File: config.mk
export PLATFORM = sky130hd
export DESIGN_NAME = io_responder
export DESIGN_NICKNAME = d
export VERILOG_FILES = /design/src/rtl/io_responder_pkg.sv /design/src/rtl/io_responder_timer.sv /design/src/rtl/io_responder.sv
export SDC_FILE = /design/constraint.sdc
export NUM_CORES = 1
export LEC_CHECK = 0
export CORE_MARGIN = 4
export CORE_UTILIZATION = 46
export CTS_BUF_LIST = sky130_fd_sc_hd__clkbuf_16
export DETAILED_ROUTE_END_ITERATION = 12
export PLACE_DENSITY = 0.82
export SYNTH_ARGS = -nofsm -noshare
export SYNTH_HDL_FRONTEND = slang
export SYNTH_SLANG_ARGS = --single-unit
export TNS_END_PERCENT = 30
File: constraint.sdc
create_clock -name Clk -period 2.1 [get_ports Clk]
set_clock_uncertainty 0.2 [all_clocks]
set_input_delay 0.21 -clock Clk [delete_from_list [all_inputs] [get_ports Clk]]
set_output_delay 0.21 -clock Clk [all_outputs]
set_load 0.02 [all_outputs]
File: src/rtl/io_responder_pkg.sv
// Shared definitions for the I/O window responder: FSM state encoding,
// register offsets inside the 4-word window and STATUS bit positions.
// No ports; imported by io_responder and io_responder_timer.
package io_responder_pkg;

    typedef enum logic [1:0] {
        ST_IDLE = 2'd0,
        ST_WAIT = 2'd1,
        ST_DONE = 2'd2
    } state_t;

    localparam logic [1:0] IO_OUT    = 2'd0;
    localparam logic [1:0] IO_IN     = 2'd1;
    localparam logic [1:0] IO_TIMER  = 2'd2;
    localparam logic [1:0] IO_STATUS = 2'd3;

    localparam int STATUS_OVF = 0;
    localparam int STATUS_TEN = 1;

endpackage

File: src/rtl/io_responder_timer.sv
// Free-running timer with enable and sticky overflow flag.
// Ports:
//   Clk, Reset      clock, synchronous active-high reset
//   clear           committed write to TIMER, forces count to 0
//   ten_we, ten_wd  committed write to STATUS, new TEN value
//   ovf_w1c         committed write to STATUS with bit0 set
//   count           current timer value
//   ten             timer enable
//   ovf             sticky overflow flag
module io_responder_timer #(
    parameter int DataWidth = 8
) (
    input  logic                 Clk,
    input  logic                 Reset,
    input  logic                 clear,
    input  logic                 ten_we,
    input  logic                 ten_wd,
    input  logic                 ovf_w1c,
    output logic [DataWidth-1:0] count,
    output logic                 ten,
    output logic                 ovf
);
    import io_responder_pkg::*;

    logic wrap;

    // A clear in the same cycle suppresses both the increment and the overflow.
    assign wrap = ten && !clear && (count == '1);

    always_ff @(posedge Clk) begin
        if (Reset) begin
            count <= '0;
            ten   <= 1'b0;
            ovf   <= 1'b0;
        end else begin
            if (ten_we) begin
                ten <= ten_wd;
            end
            if (clear) begin
                count <= '0;
            end else if (ten) begin
                count <= count + DataWidth'(1);
            end
            // Setting has priority over write-1-to-clear.
            if (wrap) begin
                ovf <= 1'b1;
            end else if (ovf_w1c) begin
                ovf <= 1'b0;
            end
        end
    end

endmodule

File: src/rtl/io_responder.sv
// Memory-bus responder for a 4-word I/O window (OUT, IN, TIMER, STATUS)
// with a Ready handshake and a fixed number of wait states.
// Ports:
//   Clk, Reset      clock, synchronous active-high reset
//   Address, DIn    CPU bus address and write data
//   Write_EN        1 = write, 0 = read (qualified by Mem_En)
//   Mem_En          access request, held by the CPU until Ready
//   DOut            read data, non-zero only while Ready
//   Ready           one-cycle completion strobe
//   PortIn          external input port
//   PortOut         external output port register
//   TimerIrq        sticky timer overflow
//
// state   | meaning
// IDLE    | waiting for a hit; Ready=0, DOut=0
// WAIT    | counting wait states; abort if the request goes away
// DONE    | Ready=1, DOut valid, write committed at end of cycle
module io_responder #(
    parameter int                   DataWidth  = 8,
    parameter int                   AddrWidth  = 8,
    parameter logic [AddrWidth-1:0] IOBase     = 'hF0,
    parameter int                   WaitStates = 2
) (
    input  logic                 Clk,
    input  logic                 Reset,
    input  logic [AddrWidth-1:0] Address,
    input  logic [DataWidth-1:0] DIn,
    input  logic                 Write_EN,
    input  logic                 Mem_En,
    output logic [DataWidth-1:0] DOut,
    output logic                 Ready,
    input  logic [DataWidth-1:0] PortIn,
    output logic [DataWidth-1:0] PortOut,
    output logic                 TimerIrq
);
    import io_responder_pkg::*;

    localparam logic [3:0] WAIT_LOAD = (WaitStates > 0) ? 4'(WaitStates - 1) : 4'd0;

    state_t                 state, next_state;
    logic [3:0]             wait_cnt;
    logic [1:0]             req_off;
    logic                   req_we;
    logic [DataWidth-1:0]   req_data;
    logic                   hit;
    logic                   commit;
    logic [DataWidth-1:0]   rd_data;
    logic [DataWidth-1:0]   timer_count;
    logic                   timer_ten;
    logic                   timer_ovf;

    assign hit    = Mem_En && (Address[AddrWidth-1:2] == IOBase[AddrWidth-1:2]);
    assign commit = (state == ST_DONE) && req_we;

    always_ff @(posedge Clk) begin
        if (Reset) begin
            state    <= ST_IDLE;
            wait_cnt <= 4'd0;
            req_off  <= 2'd0;
            req_we   <= 1'b0;
            req_data <= '0;
            PortOut  <= '0;
        end else begin
            state <= next_state;
            if (state == ST_IDLE && hit) begin
                req_off  <= Address[1:0];
                req_we   <= Write_EN;
                req_data <= DIn;
                wait_cnt <= WAIT_LOAD;
            end else if (state == ST_WAIT && wait_cnt != 4'd0) begin
                wait_cnt <= wait_cnt - 4'd1;
            end
            if (commit && req_off == IO_OUT) begin
                PortOut <= req_data;
            end
        end
    end

    always_comb begin
        next_state = state;
        Ready      = 1'b0;
        DOut       = '0;
        unique case (state)
            ST_IDLE: begin
                if (hit) begin
                    next_state = (WaitStates == 0) ? ST_DONE : ST_WAIT;
                end
            end
            ST_WAIT: begin
                // Request withdrawn or address moved away: drop it silently.
                if (!hit) begin
                    next_state = ST_IDLE;
                end else if (wait_cnt == 4'd0) begin
                    next_state = ST_DONE;
                end
            end
            ST_DONE: begin
                next_state = ST_IDLE;
                Ready      = 1'b1;
                DOut       = rd_data;
            end
            default: next_state = ST_IDLE;
        endcase
    end

    always_comb begin
        rd_data = '0;
        unique case (req_off)
            IO_OUT:    rd_data = PortOut;
            IO_IN:     rd_data = PortIn;
            IO_TIMER:  rd_data = timer_count;
            IO_STATUS: begin
                rd_data[STATUS_OVF] = timer_ovf;
                rd_data[STATUS_TEN] = timer_ten;
            end
            default:   rd_data = '0;
        endcase
    end

    io_responder_timer #(
        .DataWidth(DataWidth)
    ) u_timer (
        .Clk     (Clk),
        .Reset   (Reset),
        .clear   (commit && req_off == IO_TIMER),
        .ten_we  (commit && req_off == IO_STATUS),
        .ten_wd  (req_data[STATUS_TEN]),
        .ovf_w1c (commit && req_off == IO_STATUS && req_data[STATUS_OVF]),
        .count   (timer_count),
        .ten     (timer_ten),
        .ovf     (timer_ovf)
    );

    assign TimerIrq = timer_ovf;

endmodule

# [After elaboration in Yosys (flattened, before gate mapping)]
# Cells that the tools add are included.
[totals] register_bits=35 input_bits=28
[classes] mux=12 addsub=2 eq_ne=9 reduce_logical=20
[ops] cell="$pmux W6 S3" count=1
[ops] cell="$logic_and A1 B1 Y1" count=10
[ops] cell="$add A8 B1 Y8 const B" count=1
[ops] cell="$eq A8 B8 Y1 const B" count=1
[ops] cell="$mux W8" count=1
[ops] cell="$pmux W2 S4" count=1
[ops] cell="$eq A2 B2 Y1 const B" count=3
[ops] cell="$eq A6 B6 Y1 const B" count=1
[ops] cell="$mux W2" count=3
[ops] cell="$mux W1" count=5
[ops] cell="$eq A2 B1 Y1 const B" count=2
[ops] cell="$logic_not A2 Y1" count=2
[ops] cell="$logic_not A4 Y1" count=1
[ops] cell="$pmux W2 S2" count=1
[ops] cell="$reduce_bool A2 Y1" count=2
[ops] cell="$reduce_bool A4 Y1" count=1
[ops] cell="$reduce_or A2 Y1" count=2
[ops] cell="$sub A4 B1 Y4 const B" count=1
[ops] cell="$ne A3 B2 Y1 const B" count=1
[ops] cell="$ne A2 B2 Y1 const B" count=1
[ops] cell="$reduce_and A2 Y1" count=1
[ops] cell="$logic_not A1 Y1" count=1

# [Longest topological paths before layout]
# Gate-level depths: netlist of the first run.
[logic_depth] ltp_word=7 ltp_mapped=5 depth_no_buf=5

# [Modules after synthesis]
# Synthesis of the first run repeated with hierarchy kept, for this count alone.
[unflattened] cells_unflattened=205 area_unflattened_um2=1755.4
[by_module_without_submodules] module="io_responder" cells_each=158 area_each_um2=1325.0 instances=1
[by_module_without_submodules] module="io_responder_timer" cells_each=47 area_each_um2=430.4 instances=1

# [Worst setup path before layout of the first run]
# No wires, ideal clock.
[synth_path] kind="register to output" start="register req_off[1]" end="output port DOut[4]" setup_slack_ns=0.316 arrival_time_ns=1.374 n_path_buf=1 path_stages_with_launch=5 required_ns=1.690 path_cell_list="dfxtp_1 > clkbuf_1 > nor2b_1 > a22oi_1 > nor2_1"
[synth_via] elab_chain_cells=3 elab_cells_between_ends=5 cone_classes="eq/ne: 2; mux: 2; reduce/logical: 1"
[synth_lines] item="from (decl)" line="io_responder.sv:42" source="logic [1:0] req_off;"
[synth_lines] item="from (signal assigned)" line="io_responder.sv:66" source="req_off <= Address[1:0];"
[synth_lines] item="$eq A2 B2 Y1 (tied with other cells)" line="io_responder.sv:108" source="unique case (req_off)"
[synth_lines] item="$pmux W6 S3 *" line="io_responder.sv:108"
[synth_lines] item="$mux W8 *" line="io_responder.sv:83" source="unique case (state)"
[synth_lines] item="to (decl)" line="io_responder.sv:30" source="output logic [DataWidth-1:0] DOut,"
# Every way passes the cells marked *; elsewhere a longest branch is shown, timed or not.

# [Final worst setup path of the first run]
[layout_path] start="register req_off[0]" end="output port DOut[5]"
# Same word-level chain as after synthesis.

==> results of run 1 <==
-- worst register-to-register path, stage by stage, from the launching register on --
cell	delay, ns
sky130_fd_sc_hd__dfxtp_1	0.33
sky130_fd_sc_hd__buf_4	0.17
sky130_fd_sc_hd__or4b_1	0.55
sky130_fd_sc_hd__or4_1	0.43
sky130_fd_sc_hd__a211oi_2	0.18
-- area by class of cell --
type / instances / area share [%]
inverters: 7 / 1.08
flip-flops and latches: 35 / 28.9
clock inverters: 3 / 0.462
clock buffers: 5 / 5.13
repair buffers: 62 / 23.3
multi-input cells: 140 / 38.8
well taps: 46 / 2.36
-- power groups by stage --
stage / logic [mW] / clock network [mW] / registers (mW)
6_report: 0.0833 / 0.676 / 0.666
2_1_floorplan: 0.0241 / 0 / 0.680
3_3_place_gp: 0.0828 / 0 / 0.681
5_1_grt: 0.0905 / 0.711 / 0.665
3_5_place_dp: 0.0835 / 0 / 0.681
4_1_cts: 0.0839 / 0.683 / 0.667
-- worst min path at each step --
stage           startpoint          end  slack [ns]  depth (start not counted)
2_1_floorplan       DIn[2]  req_data[2]        0.15                          2
3_3_place_gp   req_data[4]  req_data[4]        0.24                          2
3_5_place_dp   req_data[6]  req_data[6]        0.26                          2
4_1_cts        req_data[6]  req_data[6]        0.27                          2
5_1_grt        req_data[4]  req_data[4]        0.30                          2
6_report       req_data[6]  req_data[6]        0.27                          2
-- cell families after synthesis --
| group | synth area share (%) |
|---|---|
| adders and majority gates | 1.45 |
| xor gates and xnor gates | 2.03 |
| AOI/OAI and AO/OA | 15.1 |
| and+or+nand+nor | 22.7 |
| DFF | 40.6 |
| muxes | 13.5 |
| buffers and inverters | 4.64 |
-- state kept, by name, indices dropped and copies added, names as in the netlist --
| signal | count |
|---|---|
| state | 2 |
| u_timer.ovf | 1 |
| PortOut | 8 |
| u_timer.ten | 1 |
| req_off | 2 |
| req_we | 1 |
| wait_cnt | 4 |
| req_data | 8 |
| u_timer.count | 8 |
-- metrics by stage --
step / utilization [%] / std cells / setup slack, ns / area, um2 / setup TNS [ns]
floorplan: - / 194 / 0.316 / 1730 / 0
global placement: 66.9 / 290 / -0.0329 / 2320 / -0.0639
detailed placement: 66.9 / 290 / -0.0637 / 2320 / -0.158
CTS: 70.7 / 298 / 0.0216 / 2450 / 0
global route: 70.3 / 298 / -0.0314 / 2440 / -0.0314
finish: 70.3 / 298 / 0.0489 / 2440 / 0
-- repair_timing --
action	in CTS	in global routing
setup endpoints to repair	8	7
setup buffers	0	0
hold endpoints to repair	0	0
hold buffers	0	0
resized for setup	13	9
-- metal layers --
metal  vias up  wire, um  global-route usage, %
met3        10       383                   8.26
met1       798      1890                   24.0
met5         -         0                      0
li1        811         -                      -
met2        69      2130                   31.3
met4         0       114                   7.81
-- layout by cell type, fill, tap and decap left out, types with 2 or more instances in the layout --
| cell | count |
|---|---|
| sky130_fd_sc_hd__a211oi_1 | 3 |
| sky130_fd_sc_hd__mux4_2 | 2 |
| sky130_fd_sc_hd__dlygate4sd2_1 | 2 |
| sky130_fd_sc_hd__clkbuf_16 | 5 |
| sky130_fd_sc_hd__a21oi_1 | 12 |
| sky130_fd_sc_hd__buf_2 | 2 |
| sky130_fd_sc_hd__clkinv_1 | 2 |
| sky130_fd_sc_hd__nand4_1 | 4 |
| sky130_fd_sc_hd__o21ai_0 | 14 |
| sky130_fd_sc_hd__xor2_1 | 3 |
| sky130_fd_sc_hd__clkdlybuf4s50_1 | 37 |
| sky130_fd_sc_hd__inv_1 | 8 |
| sky130_fd_sc_hd__dfxtp_1 | 34 |
| sky130_fd_sc_hd__nor2_1 | 11 |
| sky130_fd_sc_hd__clkbuf_2 | 2 |
| sky130_fd_sc_hd__buf_4 | 16 |
| sky130_fd_sc_hd__clkdlybuf4s15_1 | 2 |
| sky130_fd_sc_hd__mux2i_1 | 12 |
| sky130_fd_sc_hd__ha_1 | 2 |
| sky130_fd_sc_hd__nand2b_1 | 3 |
| sky130_fd_sc_hd__nand2_1 | 25 |
| sky130_fd_sc_hd__nand3_1 | 9 |
| sky130_fd_sc_hd__mux2_2 | 6 |
| sky130_fd_sc_hd__a22oi_1 | 6 |
| sky130_fd_sc_hd__or3_1 | 6 |
| sky130_fd_sc_hd__nor2b_1 | 3 |
==> metrics.json, run 1 <==
{
  "outcome": {"value": "finished, final reports clean"},
  "regToRegStartpoint": {"value": "state[1]"},
  "ys_seq_area_share": {"value": 40.6, "unit": "%"},
  "max-cap-violations": {"value": 0},
  "final_net_count": {"value": 281},
  "switching_share": {"value": 19.6, "unit": "%"},
  "vias": {"value": 1688},
  "power.clock.fraction": {"value": 47.4, "unit": "%"},
  "crit_cells": {"value": 5},
  "floorplan.die_area": {"value": 4790, "unit": "um2"},
  "timing.rr.end": {"value": "wait_cnt[3]"},
  "total_switching_power": {"value": 279, "unit": "uW"},
  "vdd.ir_drop.worst": {"value": 0.457, "unit": "mV"},
  "ys_top_cells_by_area": {"value": "sky130_fd_sc_hd__dfxtp_1 41%, sky130_fd_sc_hd__mux2i_1 7.0%, sky130_fd_sc_hd__nand2_1 5.4%"},
  "path_class": {"value": "reg2out"},
  "cts_tree": {"value": "yes"},
  "power.combinational.fraction": {"value": 5.8, "unit": "%"},
  "power_report.internal_total": {"value": 1.15, "unit": "mW"},
  "async_flop_share": {"value": 0, "unit": "%"},
  "dr.pass1.iters": {"value": 4},
  "grt_pass1_vias": {"value": 1689},
  "ioPinCount": {"value": 46},
  "r2r_slack": {"value": 0.16, "unit": "ns"},
  "grt_start_max_net_pins": {"value": 16},
  "max_slew_violation_total_from_the_final_report": {"value": 0},
  "endpoint": {"value": "DOut[5]"},
  "reg2regPathDepth": {"value": 4},
  "ys_dominant_reg_cell": {"value": "sky130_fd_sc_hd__dfxtp_1"},
  "timing.final.crit_share": {"value": 97.7, "unit": "%"},
  "pwr_density_cell": {"value": 585, "unit": "nW/um2"},
  "timing.final.hold_violations": {"value": 0},
  "cts_root_buf": {"value": "sky130_fd_sc_hd__clkbuf_16"},
  "n_antenna_cell": {"value": 0},
  "remaining_drc_errors": {"value": 0},
  "fill_cells": {"value": 294},
  "clock_latency": {"value": 0.27, "unit": "ns"},
  "timing.critical_path.arrival": {"value": 1.64, "unit": "ns"},
  "avgViaCountPerCell": {"value": 5.66},
  "height_of_the_die": {"value": 69.2, "unit": "um"},
  "startpoint": {"value": "req_off[0]"},
  "final_layout_size_suffix_gt1_share": {"value": 15.9, "unit": "%"},
  "area_growth_syn_to_layout": {"value": 41.3, "unit": "%"},
  "cp.required": {"value": 1.69, "unit": "ns"},
  "library_cell_with_the_largest_summed_area_after_synthesis": {"value": "sky130_fd_sc_hd__dfxtp_1"},
  "avg_wl_per_cell": {"value": 15.2, "unit": "um"},
  "grt_antenna_before_repair": {"value": 0},
  "final.min_clock_period": {"value": 2.05, "unit": "ns"},
  "number_of_instances_in_the_synthesized_netlist": {"value": 194},
  "cts.sink_count": {"value": 35},
  "mappedNetlistArea": {"value": 1730, "unit": "um2"},
  "htreeDepth": {"value": 2},
  "setup.worst_path.end_class": {"value": "output pin"},
  "grt_pass1_wl": {"value": 7830, "unit": "um"},
  "max_freq": {"value": 488, "unit": "MHz"},
  "crit_path_max_fanout": {"value": 5},
  "maxSlewHeadroom": {"value": 54.5, "unit": "%"},
  "cp_top_family": {"value": "buffers and inverters"},
  "yosys.area.top_type_share": {"value": 40.6, "unit": "%"},
  "finalSetupViolCount": {"value": 0},
  "cts.clk_slew.worst_paths": {"value": 0.05, "unit": "ns"},
  "worst-slew-pin-transition": {"value": 0.681, "unit": "ns"},
  "drt_iter0_drc": {"value": 120},
  "critical_path.cell_chain": {"value": "buf_4, mux2_2, a22oi_1, nor2_1, clkdlybuf4s15_1"},
  "max-clock-path-buffers": {"value": 2},
  "multi_input_area": {"value": 945, "unit": "um2"},
  "starting_density_of_the_core": {"value": 49.7, "unit": "%"},
  "num_rows": {"value": 21},
  "count_of_flip_flops_with_a_built_in_enable_after_synthesis": {"value": 0},
  "yosys-top-cells-count": {"value": "35 x sky130_fd_sc_hd__dfxtp_1, 25 x sky130_fd_sc_hd__nand2_1, 14 x sky130_fd_sc_hd__o21ai_0"},
  "p_total": {"value": 1.43, "unit": "mW"},
  "critical_path.startpoint_type": {"value": "register"},
  "die_w": {"value": 69.2, "unit": "um"},
  "gp_congestion": {"value": 0.784},
  "critical_path.max_stage_delay": {"value": 0.36, "unit": "ns"},
  "max_stage_delay_cell_worst_path": {"value": "sky130_fd_sc_hd__dfxtp_1"},
  "synth.most_common_cell": {"value": "sky130_fd_sc_hd__dfxtp_1"},
  "critical_path.n_buffers_inverters": {"value": 2},
  "global_route.usage.total": {"value": 19.9, "unit": "%"},
  "route.final.wire_length": {"value": 4520, "unit": "um"},
  "post_synth_net_total": {"value": 224},
  "hpwl": {"value": 3260, "unit": "um"},
  "final-seq-area": {"value": 704, "unit": "um2"},
  "avgSynthCellArea": {"value": 8.89, "unit": "um2"},
  "clock_buffers_created_by_tritoncts": {"value": 5},
  "whs": {"value": 0.265, "unit": "ns"},
  "p_leak": {"value": 0.870, "unit": "nW"},
  "rsz0062_at_grt": {"value": "yes"},
  "port_buffers": {"value": 45},
  "hold_path.class": {"value": "reg2reg"},
  "core_area": {"value": 3470, "unit": "um2"},
  "synthesis.yosys.warnings": {"value": 0},
  "grt-ovfl-total": {"value": 0},
  "routed_antenna_nets": {"value": 0},
  "seq_power_share": {"value": 46.7, "unit": "%"},
  "synthDistinctLibCells": {"value": 40},
  "synth.ff_latch_count": {"value": 35}
}
No activity file was read; power rests on OpenSTA's default activity.
==> run 2, diff against run 1 <==
- ABC_CLOCK_PERIOD_IN_PS: unset -> 2100
- GPL_ROUTABILITY_DRIVEN: unset -> 1
- SETUP_SLACK_MARGIN: unset -> 0.3
==> run 2 against run 1 <==
Effect of this change:
- combinational power grew 1%
- largest power group unchanged
- cell count is the same
- sequential power is essentially flat
- core utilization grew 1.7 points
- power shrank 0.10%
==> metrics.json, run 2 (synthesis gave the netlist of run 1 again) <==
{
  "outcome": {"value": "finished, final reports clean"},
  "starting_density_of_the_core": {"value": 49.7, "unit": "%", "change": "unchanged"},
  "pwr_density_cell": {"value": 571, "unit": "nW/um2", "change": "-2.4%"},
  "timing.final.hold_violations": {"value": 0, "change": "unchanged"},
  "final_net_count": {"value": 281, "change": "unchanged"},
  "grt_start_max_net_pins": {"value": 16, "change": "unchanged"},
  "maxSlewHeadroom": {"value": 73.7, "unit": "%", "change": "+19 points"},
  "critical_path.startpoint_type": {"value": "register"},
  "max-clock-path-buffers": {"value": 2, "change": "unchanged"},
  "final-seq-area": {"value": 712, "unit": "um2", "change": "+1.1%"},
  "cts.sink_count": {"value": 35, "change": "unchanged"},
  "worst-slew-pin-transition": {"value": 0.393, "unit": "ns", "change": "-0.288 ns"},
  "final_cell_mix": {"value": "36 x sky130_fd_sc_hd__clkdlybuf4s50_1, 32 x sky130_fd_sc_hd__dfxtp_1, 25 x sky130_fd_sc_hd__nand2_1, 14 x sky130_fd_sc_hd__o21ai_0, 14 x sky130_fd_sc_hd__buf_4"},
  "final_critical_path_setup_slack": {"value": 0.179, "unit": "ns", "change": "+0.130 ns"},
  "m1WireLength": {"value": 1980, "unit": "um", "change": "+4.9%"},
  "vdd.ir_drop.worst": {"value": 0.460, "unit": "mV", "change": "+0.65%"},
  "htreeDepth": {"value": 2, "change": "unchanged"},
  "final_layout_size_suffix_gt1_share": {"value": 21.8, "unit": "%", "change": "+6.0 points"},
  "maxUsedRoutingLayer": {"value": "met4"},
  "routed_antenna_nets": {"value": 0, "change": "unchanged"},
  "floorplan.die_area": {"value": 4790, "unit": "um2", "change": "unchanged"},
  "dr.pass1.iters": {"value": 4, "change": "unchanged"},
  "setup.worst_path.end_class": {"value": "register"},
  "layout_commonest_cell": {"value": "sky130_fd_sc_hd__clkdlybuf4s50_1"},
  "die_w": {"value": 69.2, "unit": "um", "change": "unchanged"},
  "max_freq": {"value": 521, "unit": "MHz", "change": "+6.8%"},
  "drt_iter0_drc": {"value": 87, "change": "-28%"},
  "max_slew_violation_total_from_the_final_report": {"value": 0, "change": "unchanged"},
  "gp_congestion": {"value": 0.784, "change": "unchanged"},
  "max-cap-violations": {"value": 0, "change": "unchanged"},
  "p_leak": {"value": 0.902, "unit": "nW", "change": "+3.6%"},
  "hold_path.class": {"value": "reg2reg"},
  "largest_registers": {"value": "PortOut x8, req_data x8, u_timer.count x8"},
  "pre_cts_slack": {"value": -0.0637, "unit": "ns", "change": "unchanged"},
  "grt-ovfl-total": {"value": 0, "change": "unchanged"},
  "avgViaCountPerCell": {"value": 5.62, "change": "-0.83%"},
  "clock_buffers_created_by_tritoncts": {"value": 5, "change": "unchanged"},
  "global_route.usage.total": {"value": 19.8, "unit": "%", "change": "-0.091 points"},
  "rsz0062_at_grt": {"value": "yes"},
  "grt_pass1_wl": {"value": 7800, "unit": "um", "change": "-0.36%"},
  "crit_path_max_fanout": {"value": 6, "change": "+1"},
  "ioPinCount": {"value": 46, "change": "unchanged"},
  "avg_wl_per_cell": {"value": 15.5, "unit": "um", "change": "+2.0%"},
  "final.min_clock_period": {"value": 1.92, "unit": "ns", "change": "-0.130 ns"},
  "remaining_drc_errors": {"value": 0, "change": "unchanged"},
  "whs": {"value": 0.267, "unit": "ns", "change": "+0.00219 ns"},
  "cp.required": {"value": 2.10, "unit": "ns", "change": "+0.41 ns"},
  "place_inst": {"value": 290, "change": "unchanged"},
  "port_buffers": {"value": 45, "change": "unchanged"},
  "core_area": {"value": 3470, "unit": "um2", "change": "unchanged"},
  "fin_cells": {"value": 298, "change": "unchanged"},
  "timing.critical_path.arrival": {"value": 1.92, "unit": "ns", "change": "+0.28 ns"},
  "cts_root_buf": {"value": "sky130_fd_sc_hd__clkbuf_16"},
  "multi_input_area": {"value": 986, "unit": "um2", "change": "+4.4%"},
  "grt_pass1_vias": {"value": 1675, "change": "-0.83%"},
  "route.final.wire_length": {"value": 4610, "unit": "um", "change": "+2.0%"},
  "path_class": {"value": "reg2reg"},
  "cts.clk_slew.worst_paths": {"value": 0.05, "unit": "ns", "change": "about the same"},
  "hpwl": {"value": 3260, "unit": "um", "change": "unchanged"},
  "n_antenna_cell": {"value": 0, "change": "unchanged"},
  "grt_antenna_before_repair": {"value": 0, "change": "unchanged"},
  "finalSetupViolCount": {"value": 0, "change": "unchanged"},
  "dr_wl_met3": {"value": 359, "unit": "um", "change": "-6.3%"},
  "vias": {"value": 1674, "change": "-0.83%"},
  "height_of_the_die": {"value": 69.2, "unit": "um", "change": "unchanged"},
  "cts_tree": {"value": "yes"},
  "timing.final.crit_share": {"value": 91.5, "unit": "%", "change": "-6.2 points"},
  "num_rows": {"value": 21, "change": "unchanged"},
  "fin_util": {"value": 71.9, "unit": "%", "change": "+1.7 points"},
  "post_dp_area": {"value": 2320, "unit": "um2", "change": "unchanged"},
  "clock_latency": {"value": 0.27, "unit": "ns", "change": "about the same"},
  "met2RoutedLength": {"value": 2150, "unit": "um", "change": "+0.99%"},
  "fill_cells": {"value": 279, "change": "-5.1%"},
  "area_growth_syn_to_layout": {"value": 44.6, "unit": "%"},
  "post-route-cell-area": {"value": 2490, "unit": "um2", "change": "+2.4%"}
}
==> run 2: cell types whose count changed in the layout (fill, tap and decap cells not counted), moves of 2 or more <==
cell                              change
sky130_fd_sc_hd__buf_2                +4
sky130_fd_sc_hd__buf_6                +4
sky130_fd_sc_hd__a22oi_1              -2
sky130_fd_sc_hd__a22oi_2              +2
sky130_fd_sc_hd__buf_4                -2
sky130_fd_sc_hd__clkbuf_2             -2
sky130_fd_sc_hd__clkdlybuf4s15_1      -2
sky130_fd_sc_hd__dfxtp_1              -2
sky130_fd_sc_hd__dfxtp_4              +2
sky130_fd_sc_hd__dlygate4sd2_1        -2
sky130_fd_sc_hd__mux2_2               -2
sky130_fd_sc_hd__mux2_4               +2
==> run 2: layer usage <==
metal | global-route usage [%] | up-vias
li1 | - | 807
met4 | 7.81 | 0
met3 | 8.12 | 11
met2 | 30.9 | 66
met5 | 0 | -
met1 | 24.1 | 790
==> run 2: area by class of cell <==
cell class	instances	share of cell area, %
sequential	35	28.5
inverter	7	1.20
tap	46	2.31
timing repair buffer	62	23.0
clock inverter	3	0.451
clock buffer	5	5.02
multi-input combinational	140	39.5
==> run 2: power breakdown <==
| group | total (mW) | switching, mW | leakage [nW] | internal, mW |
|---|---|---|---|---|
| clock | 0.676 | 0.250 | 0.0701 | 0.426 |
| sequential | 0.663 | 0.000980 | 0.284 | 0.662 |
| combinational | 0.0844 | 0.0283 | 0.548 | 0.0561 |
==> run 2: worst paths after layout <==
| kind | slack (ns) | start | endpoint | cells past startpoint |
|---|---|---|---|---|
| worst max-delay path | 0.18 | state[1] | wait_cnt[3] | 4 |
| worst min register to register | 0.27 | req_data[6] | req_data[6] | 2 |
| worst max register to register | 0.18 | state[1] | wait_cnt[3] | 4 |
| worst min-delay path | 0.27 | req_data[6] | req_data[6] | 2 |
==> run 2: repair_timing <==
item,CTS,global route
setup buffers,0,0
setup endpoints to repair,13,24
pin swaps,0,5
hold buffers,0,0
gates resized for setup,36,20
==> run 2: through the flow <==
| step | power (mW) | setup TNS, ns |
|---|---|---|
| after floorplan | 0.704 | 0 |
| after global placement | 0.763 | -0.0639 |
| after detailed placement | 0.764 | -0.158 |
| after CTS | 1.43 | 0 |
| after global routing | 1.47 | 0 |
| final | 1.42 | 0 |
==> run 2: critical path, cell delays in order (launching register included) <==
cell and delay (ns):
sky130_fd_sc_hd__dfxtp_4 0.36, sky130_fd_sc_hd__buf_6 0.13, sky130_fd_sc_hd__or4b_4 0.51, sky130_fd_sc_hd__or4_4 0.42, sky130_fd_sc_hd__a211oi_2 0.21
